$ cat src/rtl/uart_tx_arb_pkg.sv
// Shared constants for the two-requester UART transmit arbiter.
package uart_tx_arb_pkg;

  localparam int NREQ             = 2;
  localparam int LOCK_TIMEOUT_DEF = 4096;

  localparam logic [1:0] ST_IDLE   = 2'd0;
  localparam logic [1:0] ST_ISSUE  = 2'd1;
  localparam logic [1:0] ST_SETTLE = 2'd2;
  localparam logic [1:0] ST_DRAIN  = 2'd3;

endpackage

$ cat src/rtl/uart_tx_arb_rr_pick2.sv
// Two-way round-robin picker: on contention, favours the requester not served last.
module rr_pick2
  import uart_tx_arb_pkg::*;
(
  input  logic [NREQ-1:0] req,
  input  logic            last,
  output logic [NREQ-1:0] grant
);

  always_comb begin
    grant = 2'b00;
    case (req)
      2'b01:   grant = 2'b01;
      2'b10:   grant = 2'b10;
      2'b11:   grant = last ? 2'b01 : 2'b10;
      default: grant = 2'b00;
    endcase
  end

endmodule

$ cat src/rtl/uart_tx_arb.sv
// Arbitrates two byte streams onto one buffered UART, with per-message locking.
// state  | meaning
// IDLE   | grant selection, byte acceptance
// ISSUE  | one-cycle uart_wr strobe
// SETTLE | covers the UART's one-cycle busy latency
// DRAIN  | wait for uart_busy to drop
module uart_tx_arb
  import uart_tx_arb_pkg::*;
#(
  parameter int LOCK_TIMEOUT = LOCK_TIMEOUT_DEF,
  parameter int CNT_W        = 16
) (
  input  logic             clk,
  input  logic             reset,
  input  logic [1:0]       req_valid,
  input  logic [7:0]       req_data0,
  input  logic [7:0]       req_data1,
  input  logic [1:0]       req_last,
  output logic [1:0]       req_ready,
  output logic             uart_wr,
  output logic [7:0]       uart_tx_data,
  input  logic             uart_busy,
  output logic [1:0]       grant,
  output logic             locked,
  output logic [CNT_W-1:0] sent0,
  output logic [CNT_W-1:0] sent1
);

  localparam int TW = $clog2(LOCK_TIMEOUT + 1);

  logic [1:0]    state;
  logic          ptr;
  logic          cur;
  logic          pend_last;
  logic [TW-1:0] tmo;
  logic [1:0]    pick;
  logic [1:0]    owner;
  logic          accept;
  logic          acc_idx;
  logic          acc_last;
  logic [7:0]    acc_data;
  logic          tmo_run;
  logic          tmo_hit;

  rr_pick2 u_pick (
    .req   (req_valid),
    .last  (ptr),
    .grant (pick)
  );

  // Outside IDLE, or while locked, the grant is pinned to the current owner.
  always_comb begin
    owner     = cur ? 2'b10 : 2'b01;
    grant     = ((state != ST_IDLE) || locked) ? owner : pick;
    req_ready = 2'b00;
    if (state == ST_IDLE && !uart_busy)
      req_ready = grant & req_valid;
  end

  assign accept   = |req_ready;
  assign acc_idx  = req_ready[1];
  assign acc_last = acc_idx ? req_last[1] : req_last[0];
  assign acc_data = acc_idx ? req_data1 : req_data0;
  assign uart_wr  = (state == ST_ISSUE);
  assign tmo_run  = locked && (state == ST_IDLE) && !req_valid[cur];
  assign tmo_hit  = tmo_run && (tmo == TW'(LOCK_TIMEOUT - 1));

  always_ff @(posedge clk or posedge reset) begin
    if (reset) begin
      state        <= ST_IDLE;
      uart_tx_data <= 8'h00;
      locked       <= 1'b0;
      ptr          <= 1'b0;
      cur          <= 1'b0;
      pend_last    <= 1'b0;
      tmo          <= '0;
      sent0        <= '0;
      sent1        <= '0;
    end else begin
      case (state)
        ST_IDLE: begin
          if (accept) begin
            state        <= ST_ISSUE;
            uart_tx_data <= acc_data;
            cur          <= acc_idx;
            pend_last    <= acc_last;
            if (!acc_last)
              locked <= 1'b1;
          end
        end
        ST_ISSUE: begin
          state <= ST_SETTLE;
          if (cur)
            sent1 <= sent1 + 1'b1;
          else
            sent0 <= sent0 + 1'b1;
        end
        ST_SETTLE: state <= ST_DRAIN;
        default: begin
          if (!uart_busy) begin
            state <= ST_IDLE;
            if (pend_last) begin
              locked <= 1'b0;
              ptr    <= cur;
            end
          end
        end
      endcase

      // A stalled lock owner loses the lock after LOCK_TIMEOUT idle cycles.
      if (accept || !locked)
        tmo <= '0;
      else if (tmo_hit) begin
        tmo    <= '0;
        locked <= 1'b0;
        ptr    <= cur;
      end else if (tmo_run)
        tmo <= tmo + 1'b1;
    end
  end

endmodule

$ cat config.mk
export PLATFORM = sky130hd
export DESIGN_NAME = uart_tx_arb
export DESIGN_NICKNAME = d
export VERILOG_FILES = /design/src/rtl/uart_tx_arb_pkg.sv /design/src/rtl/uart_tx_arb_rr_pick2.sv /design/src/rtl/uart_tx_arb.sv
export SDC_FILE = /design/constraint.sdc
export NUM_CORES = 1
export LEC_CHECK = 0
export ABC_CLOCK_PERIOD_IN_PS = 2900
export CAP_MARGIN = 20
export CORE_MARGIN = 5
export CORE_UTILIZATION = 51
export CTS_BUF_LIST = sky130_fd_sc_hd__clkbuf_8
export CTS_CLUSTER_DIAMETER = 80
export DETAILED_ROUTE_END_ITERATION = 12
export PLACE_DENSITY_LB_ADDON = 0.1
export SYNTH_ARGS = -nofsm -noshare
export SYNTH_HDL_FRONTEND = slang
export SYNTH_SLANG_ARGS = --single-unit
$ cat constraint.sdc
create_clock -name clk -period 2.9 [get_ports clk]
set_input_delay 0.87 -clock clk [delete_from_list [all_inputs] [get_ports clk]]
set_output_delay 0.87 -clock clk [all_outputs]
set_load 0.01 [all_outputs]
==> metrics.cfg, run 1 <==
[route]
drc = 0
ant_nets = 0
wl_mm = 6.07
first_pass_iters = 4
wl_per_cell_um = 13.6
dr_total_vias = 2258
viasPerCell = 5.07
drt_iter0_markers = 68

[final_layout]
fillers = 411
multiInputGateArea_um2 = 1340
utilization = 0.720
area.growth.synth_to_final_pct = 37.4
final-seq-area_um2 = 1480
drive_above_1_share = 0.115
final_cells = 445
nets = 399
antenna_cells = 0

[logic_synthesis]
synth.area.top_cells = dfrtp_1, xnor2_1, nand2_1, nor2_1, ha_1
yosys.area_share.simple = 0.189
syn_nets = 314
synth_fa_ha_area_frac = 0.0347
yosys_warnings = 0
synth_commonest_cells = dfrtp_1, nand2_1, nor2_1
synth_xor_area_frac = 0.124
synth-edff-count = 0
synth_most_common_cell = dfrtp_1
synth_top_area_share = 0.511
synth_seq_cells = 59
syn_area_um2 = 2890
muxShareOfSynthArea = 0.0559
synth_compound_area_frac = 0.0555
yosysUniqueCellTypes = 34
syn_inst = 283
syn_area_per_cell_um2 = 10.2
synth.yosys.seq_area_share = 0.511
synthArstFlopShare = 1.00
synth_top_family_by_area = simple AND/OR/NAND/NOR gates
synth_ff_type = dfrtp_1
synth_top_cell_by_area = dfrtp_1

[grt]
grtUsageMet1 = 0.229
grt-ovfl-total = 0
antenna_found_initial = 0
grt_usage = 0.181
grt_use_met3 = 0.0485
use_met2 = 0.299
grt.busiest_layer = met2
grt_pass1_vias = 2271
grt_max_degree = 60
grt_pass1_wl_mm = 10.5

[cts]
cts_tree = done
root_buffer = clkbuf_8
cts_sinks = 59
clockBufferDepth = 2
cts-buffers-inserted = 9
post_cts_buffers = 0
htreeDepth = 3
clkLatencyLatePin_ps = 330
clk_pin_slew_ps = 70
ctsHoldBuffers = 0

[sta]
finalHoldViolCount = 0
maxSlewViolCount = 0
rsz0062_at_grt = no
clock_skew_ps = 7.86
setup_viol = 0
period_share = 0.969
max_slew.worst_pin.slew_ps = 471
whs_ps = 471
max_slew_margin = 0.685
fmax_mhz = 356
min_period_ps = 2810

[floorplan]
coreArea_um2 = 5510
pin_count = 69
rows = 27
die_w_um = 85.2
dieArea_um2 = 7260
dieHeight_um = 85.2
start_util = 0.524

[setup_path]
critical_path_class = input port to primary output
worstPathMaxFanout = 3
arrival_ps = 1940
crit_path_start_kind = input port
rr_worst_depth = 7
required_ps = 2030
worstSetupEndpointType = primary output

[job]
maxCapViolations = 0

[pwr]
leakage_nw = 1.76
power.density_nw_per_um2 = 760
peakVddDrop_mv = 0.489

[placement]
hpwlAfterDp_mm = 4.43
dp_cells = 429
gp_congestion = 0.814
io_buffers = 68

[min_path]
hold_path.class = flip-flop to flip-flop
hold_depth = 1

[outcome]
status = complete, no violations

-- metal layers --
| layer | routed length, um | vias up |
|---|---|---|
| met4 | 55 | 0 |
| li1 | - | 1121 |
| met3 | 301 | 8 |
| met2 | 2980 | 55 |
| met5 | 0 | - |
| met1 | 2730 | 1074 |
-- state kept, by name, summed over array words and instances (netlist names) --
signal	cells
sent0	16
sent1	16
tmo	13
uart_tx_data	8
state	2
cur	1
locked	1
pend_last	1
ptr	1
-- cells in the final DEF, fill, tap and decap left out, drive strengths merged, types with 4 or more instances in the layout --
cell	count
nor3	4
mux2	4
nand4	8
xnor2	30
o21ai	12
nand3	14
xor2	11
buf	13
clkbuf	12
nand2	39
ha	8
mux2i	10
a21oi	5
and3	5
clkdlybuf4s50	63
nor2	35
inv	11
dfrtp	59
-- worst paths after layout --
| check | startpoint | slack (ps) | end |
|---|---|---|---|
| max reg2reg | state[1] | 640 | sent0[14] |
| max | uart_busy | 90 | req_ready[1] |
| max in group asynchronous | reset | 1720 | uart_tx_data[6] |
| min | sent0[15] | 470 | sent0[15] |
| min in group asynchronous | reset | 940 | tmo[10] |
| min reg2reg | sent0[15] | 470 | sent0[15] |
-- layout make-up --
cell class,count,area share
tap,72,0.0227
clock buffer,10,0.0347
inverter,11,0.0104
timing repair buffer,81,0.200
sequential,59,0.372
multi-input combinational,206,0.338
clock inverter,6,0.0224
-- what timing repair did --
action                     CTS  global route
setup endpoints to repair    4             4
gates cloned                 0             0
gates resized for setup     10             6
-- cells by family (layout without fill, tap and decap cells) --
family,count (synthesis),in the layout
AND/OR/NAND/NOR,116,116
flip-flops,59,59
XOR/XNOR,41,41
AO/OA/AOI/OAI,27,27
buffers and inverters,18,108
multiplexers,14,14
adder cells (fa/ha/maj),8,8
-- metrics by stage --
stage          worst slack, ps  area (um2)  TNS (ps)  total power, mW
3_5_place_dp              -332        3740     -1100             2.20
5_1_grt                   21.5        3970         0             3.20
6_report                  89.0        3970         0             3.01
4_1_cts                   18.3        3970         0             3.04
2_1_floorplan              499        2890         0             1.67
3_3_place_gp              -290        3740      -970             2.17
-- power breakdown --
part / total (mW) / leakage [nW] / switching, mW / internal [mW]
Combinational: 1.05 / 0.864 / 0.494 / 0.554
Sequential: 1.13 / 0.787 / 0.157 / 0.974
Clock: 0.836 / 0.108 / 0.329 / 0.507
Total: 3.01 / 1.76 / 0.979 / 2.03
-- worst max-delay path, stage by stage --
cell and delay (ps):
clkdlybuf4s50_1 440, nor2b_2 170, o2111ai_2 150, inv_1 70, clkdlybuf4s15_1 230
Power figures use the tool's default switching activity.
==> run 2, diff against run 1 <==
--- a/config.mk
+++ b/config.mk
@@ -12,7 +12,7 @@
 export CTS_BUF_LIST = sky130_fd_sc_hd__clkbuf_8
 export CTS_CLUSTER_DIAMETER = 80
 export DETAILED_ROUTE_END_ITERATION = 12
-export PLACE_DENSITY_LB_ADDON = 0.1
+export PLACE_DENSITY_LB_ADDON = 0.2
 export SYNTH_ARGS = -nofsm -noshare
 export SYNTH_HDL_FRONTEND = slang
 export SYNTH_SLANG_ARGS = --single-unit
==> run 2 against run 1 <==
Compared with the run above: global-route usage decreased by 0.061 points; flip-flop and latch count unchanged; final area decreased by 0.76%; maximum frequency increased by 0.39%; worst hold slack improved by 1.9 ps; combinational power about the same; wire length increased by 0.91%; non-clock buffer count decreased by 2; die area unchanged; critical path type unchanged; largest power group unchanged; highest routed layer unchanged.
==> metrics.cfg, run 2 (synthesis gave the netlist of run 1 again) <==
[placement]
io_buffers = 68
hpwlAfterDp_mm = 4.43
dp_cells = 427
gp_congestion = 0.744
dp_slack_ps = -346

[pwr]
peakVddDrop_mv = 0.498
power.switching_mw = 0.958
leakage_nw = 1.75
pwr-share-comb = 0.340
power.density_nw_per_um2 = 762
power.share.sequential = 0.377
p_int_mw = 2.04
p_sw_frac = 0.320
clkPwrFrac = 0.282

[grt]
use_met2 = 0.311
grt_max_degree = 60
antenna_found_initial = 0
grt.busiest_layer = met2
grt-ovfl-total = 0
grt_use_met3 = 0.0427
grt_usage = 0.180
grt_pass1_wl_mm = 10.6
grtUsageMet1 = 0.217
grt_pass1_vias = 2343

[sta]
fin_setup_tns_ps = 0
max_slew_margin = 0.614
setup_viol = 0
whs_ps = 473
maxSlewViolCount = 0
min_period_ps = 2800
clock_skew_ps = 6.11
finalHoldViolCount = 0
setup_ws_ps = 99.8
rsz0062_at_grt = no
period_share = 0.966
fmax_mhz = 357
max_slew.worst_pin.slew_ps = 579

[setup_path]
cp_top_family = buffers and inverters
max_stage_delay_ps = 470
required_ps = 2030
worstPathCellList = clkdlybuf4s50_1 > nor2b_2 > nand2_1 > a21oi_1 > clkbuf_2
worstSetupEndpointType = primary output
crit_buf_inv = 2
critPathSlowestCell = clkdlybuf4s50_1
r2r_start = state[1]
critical_path_class = input port to primary output
arrival_ps = 1930
crit_path_start_kind = input port
worstPathMaxFanout = 4
crit_path_start = uart_busy

[floorplan]
pin_count = 69
dieArea_um2 = 7260
dieHeight_um = 85.2
start_util = 0.524
die_w_um = 85.2
rows = 27
coreArea_um2 = 5510

[cts]
clk_pin_slew_ps = 60
htreeDepth = 3
cts-buffers-inserted = 9
cts_sinks = 59
cts_tree = done
clkLatencyLatePin_ps = 330
root_buffer = clkbuf_8
clockBufferDepth = 2

[min_path]
hold_start = sent1[15]
hold_path.class = flip-flop to flip-flop

[route]
wl_mm = 6.12
viasPerCell = 5.18
wl_per_cell_um = 13.8
dr_total_vias = 2296
drt_iter0_markers = 72
ant_nets = 0
drc = 0
first_pass_iters = 4

[final_layout]
top_regs = sent0 x16, sent1 x16, tmo x13
layout_common_cells = clkdlybuf4s50_1, dfrtp_1, nand2_1
nets = 397
antenna_cells = 0
final_common_cell = clkdlybuf4s50_1
final_cells = 443
fillers = 392
drive_above_1_share = 0.111
area.growth.synth_to_final_pct = 36.4
utilization = 0.715

[job]
maxCapViolations = 0

[outcome]
status = complete, no violations

run 2: worst reg2reg max path, delay by kind of cell (launching register included):
family / cells / cell delay, ps
xor gates and xnor gates: 1 / 170
buffers and inverters: 1 / 110
and+or+nand+nor: 4 / 1180
adders and majority gates: 1 / 310
DFF: 1 / 430
run 2: worst paths after layout:
check	depth (start not counted)	endpoint	slack, ps
setup / recovery	5	req_ready[0]	100
hold / removal	1	sent1[15]	470
min in group asynchronous	3	sent0[13]	940
max in group asynchronous	3	sent1[14]	1710
hold reg to reg	1	sent1[15]	470
setup reg to reg	7	sent0[14]	630
run 2: what timing repair did:
action | in CTS | in global routing
gates cloned | 0 | 0
hold buffers | 0 | 0
gates resized for setup | 9 | 7
pin swaps | 0 | 1
buffers inserted | 0 | 0
setup endpoints to repair | 4 | 4
run 2: power groups by stage:
stage	sequential (mW)	combinational [mW]	clock, mW
final	1.13	1.02	0.847
after CTS	1.13	1.03	0.861
after floorplan	1.16	0.514	0
after global routing	1.16	1.12	0.901
after global placement	1.14	1.01	0
after detailed placement	1.14	1.02	0
run 2: layout make-up:
| class | count | area (um2) | share of cell area |
|---|---|---|---|
| multi-input cells | 206 | 1340 | 0.340 |
| clock inverters | 5 | 76.3 | 0.0194 |
| flip-flops and latches | 59 | 1480 | 0.375 |
| clock buffers | 11 | 151 | 0.0385 |
| well taps | 72 | 90.1 | 0.0229 |
| repair buffers | 79 | 761 | 0.193 |
| inverters | 11 | 41.3 | 0.0105 |
run 2: through the flow:
| step | total power [mW] | instance area (um2) |
|---|---|---|
| after floorplan | 1.67 | 2890 |
| after global placement | 2.14 | 3710 |
| after detailed placement | 2.16 | 3710 |
| after CTS | 3.02 | 3940 |
| after global routing | 3.18 | 3940 |
| final | 3.00 | 3940 |
run 2: layer usage:
metal	part of all wire	vias to the layer above
li1	-	1124
met1	0.43	1107
met2	0.50	52
met3	0.053	13
met4	0.018	0
met5	0	-
==> run 3, diff against run 2 <==
--- a/config.mk
+++ b/config.mk
@@ -7,12 +7,13 @@
 export LEC_CHECK = 0
 export ABC_CLOCK_PERIOD_IN_PS = 2900
 export CAP_MARGIN = 20
-export CORE_MARGIN = 5
+export CORE_MARGIN = 2
 export CORE_UTILIZATION = 51
 export CTS_BUF_LIST = sky130_fd_sc_hd__clkbuf_8
 export CTS_CLUSTER_DIAMETER = 80
 export DETAILED_ROUTE_END_ITERATION = 12
 export PLACE_DENSITY_LB_ADDON = 0.2
+export RECOVER_POWER = 100
 export SYNTH_ARGS = -nofsm -noshare
 export SYNTH_HDL_FRONTEND = slang
 export SYNTH_SLANG_ARGS = --single-unit
==> run 3 against run 2 <==
Compared with the run above: the run now ends with max-capacitance violations, max-slew violations left; worst setup slack worse by 28 ps; via count down 1.0%; global-route usage up 3.3 points; maximum frequency down 0.99%; worst hold slack worse by 5.9 ps; combinational power down 6%; die area down 14%; power down 4.2%; final area down 1.2%; largest cell class unchanged; highest routed layer unchanged.
==> metrics.cfg, run 3 (synthesis gave the netlist of run 1 again) <==
[setup_path]
worstSetupEndpointType = primary output
arrival_ps = 1960
required_ps = 2030
worstPathMaxFanout = 3
critical_path_class = input port to primary output
crit_path_start_kind = input port

[final_layout]
nets = 400
drive_above_1_share = 0.0882
fillers = 420
top_regs = sent0 x16, sent1 x16, tmo x13
finish.instance_area_um2 = 3890
antenna_cells = 0
area.growth.synth_to_final_pct = 34.7
final_common_cell = dfrtp_1
layout_common_cells = dfrtp_1, dlygate4sd3_1, nand2_1

[route]
drc = 0
viasPerCell = 5.09
drt_iter0_markers = 104
dr_total_vias = 2272
wl_mm = 5.91
first_pass_iters = 4
ant_nets = 0
wl_per_cell_um = 13.2

[outcome]
status = finished, violations left
violations = max-capacitance violations, max-slew violations

[sta]
max_slew_margin = -0.0634
finalHoldViolCount = 0
rsz0062_at_grt = no
fmax_mhz = 354
max_slew.worst_pin.slew_ps = 1600
fin_setup_tns_ps = 0
clock_skew_ps = 6.89
min_period_ps = 2830
setup_viol = 0
period_share = 0.975
setup_ws_ps = 71.7
maxSlewViolCount = 61

[placement]
hpwlAfterDp_mm = 4.35
io_buffers = 68
dp_slack_ps = -327
placed_area_um2 = 3710
gp_congestion = 0.853

[min_path]
hold_path.class = flip-flop to flip-flop

[grt]
grt-ovfl-total = 0
grt_pass1_wl_mm = 10.3
grt_max_degree = 31
grt_usage = 0.213
grt_pass1_vias = 2293
antenna_found_initial = 0

[cts]
clk_pin_slew_ps = 60
htreeDepth = 3
cts-buffers-inserted = 9
cts_tree = done
root_buffer = clkbuf_8
clkLatencyLatePin_ps = 340
ctsHoldBuffers = 0
clockBufferDepth = 2
cts_sinks = 59

[floorplan]
dieHeight_um = 79.2
coreArea_um2 = 5470
pin_count = 69
rows = 27
die_w_um = 79.2
start_util = 0.527
dieArea_um2 = 6280

[pwr]
leakage_nw = 1.86
p_total_mw = 2.87
peakVddDrop_mv = 0.592
power.density_nw_per_um2 = 739

[job]
maxCapViolations = 2

[run 3: cell count changes in the layout (fill, tap and decap cells not counted), sizes merged]
cell	before	now
dlymetal6s2s	0	1
bufinv	2	1
buf	11	9
dlygate4sd2	0	4
clkdlybuf4s50	64	20
clkinv	1	3
dlygate4sd3	0	42
inv	12	10
clkbuf	14	17
[run 3: where the power goes]
part	internal [mW]	leakage (nW)	switching, mW	total [mW]
Clock	0.464	0.108	0.327	0.791
Sequential	0.974	0.787	0.144	1.12
Combinational	0.483	0.964	0.480	0.963
Total	1.92	1.86	0.951	2.87
[run 3: metal layers]
metal | vias to the layer above | GRT usage | share of wire
met4 | 0 | 0.107 | 0.028
met5 | - | 0 | 0
met1 | 1067 | 0.252 | 0.43
met2 | 60 | 0.360 | 0.50
met3 | 17 | 0.0534 | 0.042
li1 | 1128 | - | -
[run 3: what timing repair did]
| item | CTS | global route |
|---|---|---|
| resized for setup | 12 | 1 |
| endpoints found under the hold margin | 0 | 0 |
| setup buffers | 1 | 0 |
| pin swaps | 0 | 1 |
| endpoints found under the setup margin | 4 | 2 |
[run 3: final timing paths]
path,end,cells past startpoint,slack [ps],start
worst min register to register,sent1[15],1,470,sent1[15]
min in group asynchronous,sent1[10],3,1500,reset
worst max register to register,locked,7,620,locked
max in group asynchronous,tmo[7],3,430,reset
worst min-delay path,sent1[15],1,470,sent1[15]
worst max-delay path,grant[0],5,70,req_valid[1]
[run 3: critical path, cell delays in order]
cell             delay (ps)
clkdlybuf4s50_1         490
inv_1                    70
o21ai_2                 150
o22ai_1                  90
dlygate4sd2_1           280
[run 3: through the flow]
step,hold slack (ps),utilization,std cells
finish,467,0.710,446
global route,481,0.710,446
CTS,476,0.720,446
detailed placement,463,0.678,429
global placement,459,0.678,429
floorplan,442,-,283
[run 3: final cells by class]
type	count	area, um2	area share
clock inverters	4	47.5	0.0122
clock buffers	12	165	0.0425
multi-input cells	206	1300	0.335
well taps	72	90.1	0.0232
inverters	11	41.3	0.0106
flip-flops and latches	59	1480	0.380
repair buffers	82	766	0.197
